<file path="src/rtl/uart_rx_fsm.sv">
// uart_rx_fsm: 8N1 UART receiver driven by a shared OVERSAMPLE x baud sample_enable tick.
// Define UART_RX_MAJORITY_EN for 2-of-3 voting at ticks M-1..M+1; the default build samples once at M+1.
module uart_rx_fsm #(
  parameter int OVERSAMPLE = 16
) (
  input  logic       system_clock,
  input  logic       rst,
  input  logic       sample_enable,
  input  logic       Rx,
  output logic [7:0] data_out,
  output logic       rx_valid,
  output logic       rx_busy,
  output logic       frame_error
);
  // state | meaning
  // IDLE  | waiting for a falling edge on the synchronized line
  // START | start bit, a full bit period; high at the decision tick is a false start
  // DATA  | eight data bits, LSB first
  // STOP  | stop bit; ends at the decision tick so back-to-back frames are caught
  localparam int TW = $clog2(OVERSAMPLE);
  localparam int M  = OVERSAMPLE / 2;
  localparam logic [TW-1:0] TICK_DEC  = TW'(M + 1);
  localparam logic [TW-1:0] TICK_LAST = TW'(OVERSAMPLE - 1);

  typedef enum logic [1:0] {IDLE, START, DATA, STOP} state_t;

  state_t        state_q, state_d;
  logic [TW-1:0] tick_q, tick_d;
  logic [2:0]    bit_q, bit_d;
  logic [7:0]    shift_q, shift_d, data_d;
  logic          busy_d, valid_d, ferr_d;
  logic          rx_meta, rx_s, rx_prev;
  logic          bit_val, is_dec, is_last;

  always_ff @(posedge system_clock) begin
    if (rst) begin
      rx_meta <= 1'b1;
      rx_s    <= 1'b1;
    end else begin
      rx_meta <= Rx;
      rx_s    <= rx_meta;
    end
  end

  always_ff @(posedge system_clock) begin
    if (rst)                rx_prev <= 1'b1;
    else if (sample_enable) rx_prev <= rx_s;
  end

`ifdef UART_RX_MAJORITY_EN
  localparam logic [TW-1:0] TICK_VOTE_A = TW'(M - 1);
  localparam logic [TW-1:0] TICK_VOTE_B = TW'(M);
  logic vote_a, vote_b;

  always_ff @(posedge system_clock) begin
    if (rst) begin
      vote_a <= 1'b1;
      vote_b <= 1'b1;
    end else if (sample_enable) begin
      if (tick_q == TICK_VOTE_A) vote_a <= rx_s;
      if (tick_q == TICK_VOTE_B) vote_b <= rx_s;
    end
  end

  assign bit_val = (vote_a & vote_b) | (vote_a & rx_s) | (vote_b & rx_s);
`else
  assign bit_val = rx_s;
`endif

  assign is_dec  = (tick_q == TICK_DEC);
  assign is_last = (tick_q == TICK_LAST);

  always_ff @(posedge system_clock) begin
    if (rst) begin
      state_q     <= IDLE;
      tick_q      <= '0;
      bit_q       <= '0;
      shift_q     <= '0;
      data_out    <= '0;
      rx_valid    <= 1'b0;
      rx_busy     <= 1'b0;
      frame_error <= 1'b0;
    end else begin
      state_q     <= state_d;
      tick_q      <= tick_d;
      bit_q       <= bit_d;
      shift_q     <= shift_d;
      data_out    <= data_d;
      rx_valid    <= valid_d;
      rx_busy     <= busy_d;
      frame_error <= ferr_d;
    end
  end

  always_comb begin
    state_d = state_q;
    tick_d  = tick_q;
    bit_d   = bit_q;
    shift_d = shift_q;
    data_d  = data_out;
    busy_d  = rx_busy;
    valid_d = 1'b0;
    ferr_d  = 1'b0;
    if (sample_enable) begin
      tick_d = is_last ? '0 : tick_q + 1'b1;
      case (state_q)
        IDLE: begin
          tick_d = '0;
          if (rx_prev && !rx_s) begin
            state_d = START;
            busy_d  = 1'b1;
          end
        end
        START: begin
          if (is_dec && bit_val) begin
            state_d = IDLE;
            busy_d  = 1'b0;
          end else if (is_last) begin
            state_d = DATA;
            bit_d   = '0;
          end
        end
        DATA: begin
          if (is_dec) shift_d = {bit_val, shift_q[7:1]};
          if (is_last) begin
            if (bit_q == 3'd7) state_d = STOP;
            else               bit_d   = bit_q + 1'b1;
          end
        end
        STOP: begin
          if (is_dec) begin
            state_d = IDLE;
            busy_d  = 1'b0;
            if (bit_val) begin
              data_d  = shift_q;
              valid_d = 1'b1;
            end else begin
              ferr_d = 1'b1;
            end
          end
        end
        default: state_d = IDLE;
      endcase
    end
  end

endmodule

</file>
<file path="config.mk">
export PLATFORM = sky130hd
export DESIGN_NAME = uart_rx_fsm
export DESIGN_NICKNAME = d
export VERILOG_FILES = /design/src/rtl/uart_rx_fsm.sv
export SDC_FILE = /design/constraint.sdc
export NUM_CORES = 1
export LEC_CHECK = 0
export ABC_AREA = 1
export BUFFER_PORTS_ARGS = -buffer_cell sky130_fd_sc_hd__buf_2
export CAP_MARGIN = 20
export CORE_ASPECT_RATIO = 0.8
export CORE_MARGIN = 2
export CORE_UTILIZATION = 59
export DETAILED_ROUTE_END_ITERATION = 6
export PLACE_DENSITY_LB_ADDON = 0.2
export SETUP_SLACK_MARGIN = 0.3
export SYNTH_ARGS = -nofsm -noshare
export SYNTH_HDL_FRONTEND = slang
export SYNTH_SLANG_ARGS = --single-unit
export TNS_END_PERCENT = 20
</file>
<file path="constraint.sdc">
create_clock -name system_clock -period 2.6 [get_ports system_clock]
set_input_delay 0.13 -clock system_clock [delete_from_list [all_inputs] [get_ports system_clock]]
set_output_delay 0.13 -clock system_clock [all_outputs]
set_load 0.01 [all_outputs]
</file>
## Word level (Yosys, flattened, before mapping)

Cells that the tools add are included.

| storage, ports and cells | value |
|---|---|
| output and inout port bits | 11 |
| register bits after elaboration | 31 |
| input bits | 4 |

| cells by class | value |
|---|---|
| add/sub/neg operators | 2 |
| equal/unequal tests | 15 |
| bitwise gates (word level) | 3 |
| multiplexer cells | 20 |
| reduce and logical (&&, ||, !) cells | 12 |

Operators by type and width:

| cell | number |
|---|---|
| != test 2 bit (second input constant) | 8 |
| 2-to-1 mux 2 bit | 6 |
| 2-to-1 mux 3 bit | 4 |
| AND reduction 6 bit | 2 |
| equality test 4 bit (second input constant) | 2 |
| 2-to-1 mux 4 bit | 2 |
| one-hot mux 2 bit (4 select lines) | 1 |
| one-hot mux 3 bit (2 select lines) | 1 |
| 2-to-1 mux 1 bit | 5 |
| AND reduction 5 bit | 1 |
| adder 4 x 1 -> 4 bit (second input constant) | 1 |
| equality test 2 bit (second input constant) | 2 |
| AND reduction 4 bit | 1 |
| OR reduction 4 bit | 1 |
| adder 3 x 1 -> 3 bit (second input constant) | 1 |
| equality test 3 bit (second input constant) | 1 |
| != test 3 bit (second input constant) | 1 |
| inverter 1 bit | 3 |
| one-hot mux 1 bit (3 select lines) | 1 |
| AND reduction 3 bit | 1 |
| nonzero test 3 bit | 1 |
| equality test 2 x 1 -> 1 bit (second input constant) | 1 |
| logical AND 1 bit | 2 |
| zero test 2 bit | 1 |
| 2 further kinds | 2 |

## Longest topological paths before layout

Gate-level depths: netlist (run 1).

| depth | value |
|---|---|
| word-level depth | 4 |
| gate-level depth with buffers | 9 |
| depth with buffers taken out | 9 |

## Worst setup path after synthesis (run 1)

Ideal clock, no wire load.

| timing path | value |
|---|---|
| kind | reg2reg |
| start point | register tick_q[0] |
| end point | register data_out[0] |
| library setup time | 0.116 ns |
| arrival time | 1.213 ns |
| cell stages (with the launch flop) | 8 |
| setup slack | 1.271 ns |
| period minus slack after synthesis | 1.329 ns |
| data required time | 2.484 ns |
| cells stage by stage | dfxtp_1 -> ha_1 -> nand3_1 -> inv_1 -> nand4_4 -> buf_6 -> o21ai_1 -> a21oi_1 |

| between the ends | value |
|---|---|
| cells in the longest elaborated chain, start to end | 2 |

Ends and longest elaborated chain:

| element | line | RTL |
|---|---|---|
| from (decl) | 28 | `logic [TW-1:0] tick_q, tick_d;` |
| from (signal assigned) | 85 | `tick_q <= tick_d;` |
| equality test 4 bit | 70 | `assign is_dec = (tick_q == TICK_DEC);` |
| AND reduction 4 bit (no line) | n/a |  |
| to (signal assigned) | 88 | `data_out <= data_d;` |
| to (decl) | 10 | `output logic [7:0] data_out,` |

Every way passes these cells.
A chain may end at the register's enable or synchronous reset.

## Worst setup path in the final report (run 1)

| timing path | value |
|---|---|
| start point | register tick_q[0] |
| end point | register data_out[3] |

The elaborated chain is that of the path after synthesis.

==> reports/results.txt, run 1 <==
Status: completed
Max-slew violations: 0
Total grt overflow: 0
Hpwl dp: 1790 um
Rows: 15
WS Path Type: flop to flop
Port bufs: 14
CP Launch Type: flop
RSZ-0062 raised after global routing: false
Total GRT Usage: 21.6%
CP startpoint: tick_q[0]
H-tree lvl count: 2
Top cell type's share of synthesized area: 45.6%
CTS Hold Bufs: 1
Mean post-synth cell area: 7.91 um^2
Slew margin rel.: 67.2%
Final Wtd Congestion: 0.820
Layout Nets: 197
Sequential-to-total area share from yosys stat: 45.6%
Final setup fails: 0
Critical Path RT: 2.82 ns
Critical Path End Type: flop
Peak Freq: 0.652 GHz
Most common cell in the netlist: dfxtp_1
Critical path fanouts, max: 17
Multiplexer share of the synthesized area: 0%
Final hold viol count: 0
Fillers: 189
CTS clk-pin slew, worst paths: 0.09 ns
Die ar.: 2710 um^2
Post-cts sizing count: 0
DR iter-0 viols: 28
Die Y: 47.0 um
Syn Inst Count: 172
FFs w/ async S/R, synth: 0%
Final Critical Period: 1.53 ns
Routed via count: 1125
Main combinational cell family by area after synthesis: simple AND/OR/NAND/NOR gates
Antenna diode count: 0
Setup tns final: 0 ns
Max-cap violation count: 0
Synth top area cells: dfxtp_1 (46%), a21oi_1 (6.6%), o21ai_0 (6.6%)
Post-synth EDFFs: 0
Cell total after placement: 206
Seq pwr share: 61.1%
Maximum vdd drop: 0.000445 V
Routed WL: 2440 um
Crit path DAT: 1.76 ns
HP Start: rst
Routed WL per cell: 11.4 um
CTS root buffer: clkbuf_4
Via/cell ratio: 5.23
Internal: 0.000602 W
Largest net degree at the start of global routing: 22
Synth Flop Type: dfxtp_1
Non-filler instance count after layout: 215
Sw frac: 24.2%
CTS tree: yes
Layout Area Growth over Synthesis: 9.65%
Vias in the first global route: 958
Drt first pass iters: 6
Drc violations: 0
Commonest cells post-synth: dfxtp_1 (31), inv_1 (20), nand2_1 (20), nor2_1 (20)
# IOs: 15
Hold crit path type: input pin to flop
Final Cell Area: 1490 um^2
Crit share post-route: 59.0%
CTS buffer count: 5
Post-layout util: 68.6%
Antenna violations before repair: 0
R2r setup slk: 1.07 ns
Netlist Area Pre-Place: 1360 um^2
Clock Power Share: 32.7%
Net count after synthesis: 180
Pwr/cell area: 532 nW/um^2
Synth Area in Adders: 3.68%
Worst slew pin tran: 0.491 ns
Switch Pwr: 0.000192 W
Reg-to-reg startpoint: tick_q[0]
Simple-gate area share of the yosys netlist: 25.7%
Distinct cell type count after synthesis: 28
Routed Antenna Nets: 0
Yosys warnings: 0
Yosys top cell by area: dfxtp_1
CTS max path bufs: 2
Setup Buffers After CTS: 0
Yosys reg bits: 31
Core area: 2180 um^2
Clock skew: 0.00113 ns
XOR/XNOR share of the synthesized area: 0.643%
Post-DP Area: 1430 um^2
Total power: 0.000794 W
Clk sinks: 31
First-pass GRT wire length: 4220 um
Layout cells sized above 1: 18.9%
Worst-Skew Late Latency: 0.33 ns
Die Wd: 57.7 um
Comb power frac: 6.3%
Compound-Gate Fraction of Synth Area: 15.4%
Leakage power: 0.627 nW
Starting Density: 62.5%
==> final cells by class <==
class / instances / area [um^2] / area share [%]
flip-flops and latches: 31 / 621 / 41.6
multi-input cells: 112 / 619 / 41.5
inverters: 24 / 91.3 / 6.12
repair buffers: 15 / 80.1 / 5.36
clock buffers: 7 / 45.0 / 3.02
well taps: 25 / 31.3 / 2.10
clock inverters: 1 / 5.00 / 0.335
==> cell families (layout without fill, tap and decap cells) <==
family / Yosys count / count (layout)
compound gates: 40 / 40
flops: 31 / 31
buf+inv: 29 / 47
xor+xnor: 1 / 1
simple gates: 67 / 67
fa+ha+maj: 4 / 4
==> critical path: stages, from the launching register on <==
cell and delay [ns]:
dfxtp_1 0.41, ha_1 0.19, nand3_1 0.12, inv_1 0.17, nand4_4 0.21, o21ai_0 0.26, a21oi_1 0.06
==> power by group through the flow <==
stage                     sequential, W  clock [W]  combinational [W]
final                          0.000485   0.000259          0.0000497
after global routing           0.000486   0.000291          0.0000565
after floorplan                0.000496          0          0.0000384
after detailed placement       0.000496          0          0.0000483
after CTS                      0.000485   0.000269          0.0000495
after global placement         0.000496          0          0.0000464
==> placed cells by master (no fill, tap or decap), drive strengths merged <==
cell type	Yosys	final
a211oi	1	1
a21oi	18	18
a221oi	1	1
buf	2	14
clkbuf	3	7
clkinv	1	2
dfxtp	31	31
dlygate4sd3	0	1
ha	4	4
inv	23	23
nand2	23	23
nand3	12	12
nand3b	1	1
nand4	3	3
nor2	24	24
nor3	2	2
o21ai	20	20
or2	2	2
xnor2	1	1
==> path summary, 6_finish.rpt <==
path,endpoint,cells past startpoint
hold reg to reg,bit_val,1
hold / removal,rx_valid,2
setup / recovery,data_out[3],6
setup reg to reg,data_out[3],6
==> registers in the layout, summed over array words and instances, names as in the netlist, named ones only <==
signal	flops
bit_q	3
shift_q	8
state_q	1
rx_valid	1
frame_error	1
rx_meta	1
bit_val	1
tick_q	4
rx_prev	1
rx_busy	1
data_out	8
==> per-layer routing <==
layer / GRT usage, % / vias up / routed length [um]
met5: 0 / - / 0
met1: 28.3 / 494 / 1220
met4: 12.6 / 0 / 42
met2: 31.6 / 29 / 1050
li1: - / 597 / -
met3: 7.44 / 5 / 123
==> through the flow <==
stage	worst slack (ns)	hold WS [ns]
global route	0.916	0.138
global placement	1.17	0.315
finish	1.07	0.125
floorplan	1.27	0.234
CTS	1.07	0.119
detailed placement	1.08	0.317
(Power assumes the default switching activity.)
==> inputs of run 2 (changes only) <==
Settings changed: ABC_AREA 1 to 0, CORE_UTILIZATION 59 to 50.
Clock period 2.6 ns to 1.4 ns, I/O delays scaled along.
==> run 2 against run 1 <==
Net effect: the run now ends with setup timing left; register-to-register slack worse by 1.2 ns; power up 85%; worst setup slack worse by 1.2 ns; routed wire length up 12%; sequential share of layout area down 3.1 points; clock power up 91%; clock skew up 0.0048 ns; sequential power up 84%; clock-buffer cell count down 2; first-iteration DRC count up 100%; maximum frequency up 2.8%; global-route usage down 1.8 points; critical endpoint is now shift_q[1]; largest cell class is now multi-input combinational cells; highest routed layer unchanged.
==> reports/results.txt, run 2 <==
Status: finished, violations left
Failing checks: setup timing
Final Cell Area: 1640 um^2 (+9.6%)
CTS tree: yes
Internal: 0.00110 W (+84%)
CP Launch Type: flop
Port bufs: 14 (unchanged)
Starting Density: 53.3% (-9.2 points)
XOR/XNOR share of the synthesized area: 0% (-0.64 points)
Leakage power: 0.732 nW (+17%)
Clock Power Share: 33.7% (+1.0 points)
CTS clk-pin slew, worst paths: 0.10 ns (about the same)
Crit path max-delay cell type: dfxtp_4
Compound-Gate Fraction of Synth Area: 7.94% (-7.5 points)
Hpwl dp: 1820 um (+1.6%)
Critical Path End Type: flop
Slew margin rel.: 66.1% (-1.1 points)
Antenna diode count: 0 (unchanged)
Drc violations: 0 (unchanged)
H-tree lvl count: 2 (unchanged)
Most common cell after layout, fill and taps aside: dfxtp_1
Total grt overflow: 0 (unchanged)
Hold depth: 2 (unchanged)
Clock skew: 0.00594 ns (+0.00481 ns)
Critical path fanouts, max: 8 (-9)
R2r setup slk: -0.09 ns (-1.16 ns)
Maximum vdd drop: 0.000601 V (+35%)
Mean post-synth cell area: 9.66 um^2 (+22%)
Reg-to-reg endpoint: shift_q[1]
Crit share post-route: 107% (+48 points)
Drt first pass iters: 4 (-2)
Layout Nets: 173 (-12%)
Final Critical Period: 1.49 ns (-0.0421 ns)
Yosys warnings: 0 (unchanged)
CTS root buffer: clkbuf_4
Crit path cell chain: inv_4 > ha_4 > and3b_2 > and4_4 > buf_12 > mux2i_1 > nor2_1
Antenna violations before repair: 0 (unchanged)
Pwr/cell area: 896 nW/um^2 (+68%)
Routed Antenna Nets: 0 (unchanged)
Routed via count: 1074 (-4.5%)
Worst-Skew Late Latency: 0.33 ns (about the same)
Layout cells sized above 1: 34.3% (+15 points)
Crit path DAT: 1.72 ns (-0.04 ns)
Routed WL: 2730 um (+12%)
Switch Pwr: 0.000361 W (+87%)
First-pass GRT wire length: 4420 um (+4.6%)
Layout Area Growth over Synthesis: 23.5%
Worst slew pin tran: 0.503 ns (+0.0123 ns)
DR iter-0 viols: 57 (+100%)
Core area: 2480 um^2 (+14%)
Yosys top cell by area: dfxtp_1
Via/cell ratio: 5.32 (+1.6%)
Die Wd: 61.5 um (+6.6%)
Rows: 16 (+1)
Most frequent cells in the layout: dfxtp_1 (28), nor2_1 (26), mux2i_1 (18), buf_2 (14), buf_4 (11)
Max-slew violations: 0 (unchanged)
Hold crit path type: input pin to flop
CP peak stage delay: 0.38 ns (-0.03 ns)
Seq pwr share: 61.0% (about the same)
Commonest cells post-synth: dfxtp_1 (31), nor2_1 (26), mux2i_1 (18), nor3_1 (5)
Netlist Area Pre-Place: 1320 um^2 (-2.8%)
Final setup fails: 20 (+20)
Simple-gate area share of the yosys netlist: 22.9% (-2.9 points)
Non-filler instance count after layout: 202 (-6.0%)
CTS buffer count: 5 (unchanged)
Final hold viol count: 0 (unchanged)
Sw frac: 24.6% (+0.38 points)
Post-DP Area: 1520 um^2 (+5.9%)
Critical Path RT: 1.62 ns (-1.20 ns)
Total GRT Usage: 19.8% (-1.8 points)
Synth top area cells: dfxtp_1 (47%), mux2i_1 (14%), nor2_1 (7.4%)
Peak Freq: 0.670 GHz (+2.8%)
WS Path Type: flop to flop
CTS max path bufs: 2 (unchanged)
Post-synth EDFFs: 0 (unchanged)
Routed WL per cell: 13.5 um (+19%)
Main combinational cell family by area after synthesis: simple AND/OR/NAND/NOR gates
Yosys reg bits: 31 (unchanged)
Max-cap violation count: 0 (unchanged)
Reg-to-reg startpoint: tick_q[1]
Post-layout worst setup margin: -0.0925 ns (-1.16 ns)
HP Start: rst
R2r worst-path depth: 7 (+1)
Die ar.: 3080 um^2 (+14%)
Vias in the first global route: 1036 (+8.1%)
RSZ-0062 raised after global routing: true
Largest net degree at the start of global routing: 23 (+4.5%)
Min-Delay Endpoint: tick_q[3]
Multiplexer share of the synthesized area: 14.5% (+14 points)
Distinct cell type count after synthesis: 38 (+36%)
Top flop regs: data_out x8, shift_q x8, tick_q x4
# IOs: 15 (unchanged)
Most common cell in the netlist: dfxtp_1
Clk sinks: 31 (unchanged)
Net count after synthesis: 145 (-19%)
Synth Area in Adders: 3.78% (+0.10 points)
Comb power frac: 5.3% (-1.0 points)
Die Y: 50.0 um (+6.5%)
Final Wtd Congestion: 0.856 (+4.4%)
Syn Inst Count: 137 (-20%)
FFs w/ async S/R, synth: 0% (unchanged)
Cell total after placement: 191 (-7.3%)
Sequential-to-total area share from yosys stat: 46.9% (+1.3 points)
Top cell type's share of synthesized area: 46.9% (+1.3 points)
Synth Flop Type: dfxtp_1
-- run 2: cell count changes after synthesis, sizes merged, moves of 4 or more --
cell,delta
inv,-20
nand2,-20
mux2i,+18
o21ai,-18
a21oi,-14
nand3,-9
nand2b,+4
-- run 2: timing repair --
| item | CTS | global route |
|---|---|---|
| endpoints found under the hold margin | 1 | 0 |
| setup endpoints to repair | 26 | 28 |
| hold buffers | 1 | 0 |
| pin swaps | 6 | 3 |
| gates resized for setup | 5 | 7 |
| buffers inserted | 2 | 0 |
-- run 2: metrics by stage --
stage / TNS, ns / utilization (%) / power, W / setup WS (ns) / hold slack, ns
floorplan: 0 / - / 0.000965 / 0.0121 / 0.174
global placement: -0.609 / 61.1 / 0.000983 / -0.0835 / 0.262
detailed placement: -1.26 / 61.1 / 0.000985 / -0.116 / 0.267
CTS: -0.676 / 64.9 / 0.00148 / -0.0760 / 0.0552
global route: -2.38 / 65.9 / 0.00152 / -0.181 / 0.0698
finish: -0.975 / 65.9 / 0.00147 / -0.0925 / 0.0593
-- run 2: kinds of logic after synthesis --
logic type | after synthesis
simple gates | 58
flops | 31
mux | 19
compound gates | 15
buf+inv | 10
fa+ha+maj | 4
-- run 2: layout make-up --
cell class                 instances  area (um^2)
fill                             219          847
timing repair buffer              28          203
inverter                           3         13.8
sequential                        31          629
tap                               36         45.0
clock inverter                     3         15.0
multi-input combinational         96          692
clock buffer                       5         37.5
-- run 2: how the worst max path moves through the flow --
stage          startpoint          to  slack (ns)  depth (start not counted)
6_report        tick_q[1]  shift_q[1]       -0.09                          7
3_5_place_dp    tick_q[1]  shift_q[1]       -0.12                          7
3_3_place_gp    tick_q[1]  shift_q[1]       -0.08                          7
5_1_grt         tick_q[1]  shift_q[2]       -0.18                          7
4_1_cts         tick_q[1]  shift_q[1]       -0.08                          7
2_1_floorplan   tick_q[1]  shift_q[7]        0.01                          7
-- run 2: power groups by stage --
stage / Combinational, W / Clock (W) / Sequential (W)
6_report: 0.0000775 / 0.000494 / 0.000893
3_5_place_dp: 0.0000686 / 0 / 0.000917
3_3_place_gp: 0.0000666 / 0 / 0.000916
5_1_grt: 0.0000846 / 0.000537 / 0.000894
4_1_cts: 0.0000733 / 0.000506 / 0.000896
2_1_floorplan: 0.0000486 / 0 / 0.000916
-- run 2: critical path, delay by kind of cell (launching register included) --
family / cells / cell delay [ns]
mux: 1 / 0.19
flops: 1 / 0.38
fa+ha+maj: 1 / 0.11
simple gates: 3 / 0.51
buf+inv: 2 / 0.19
-- run 2: routing by layer --
| metal | wire length [um] | GRT usage (%) |
|---|---|---|
| met2 | 1340 | 32.1 |
| met5 | 0 | 0 |
| met1 | 1190 | 22.2 |
| met4 | 74 | 10.3 |
| met3 | 133 | 7.35 |
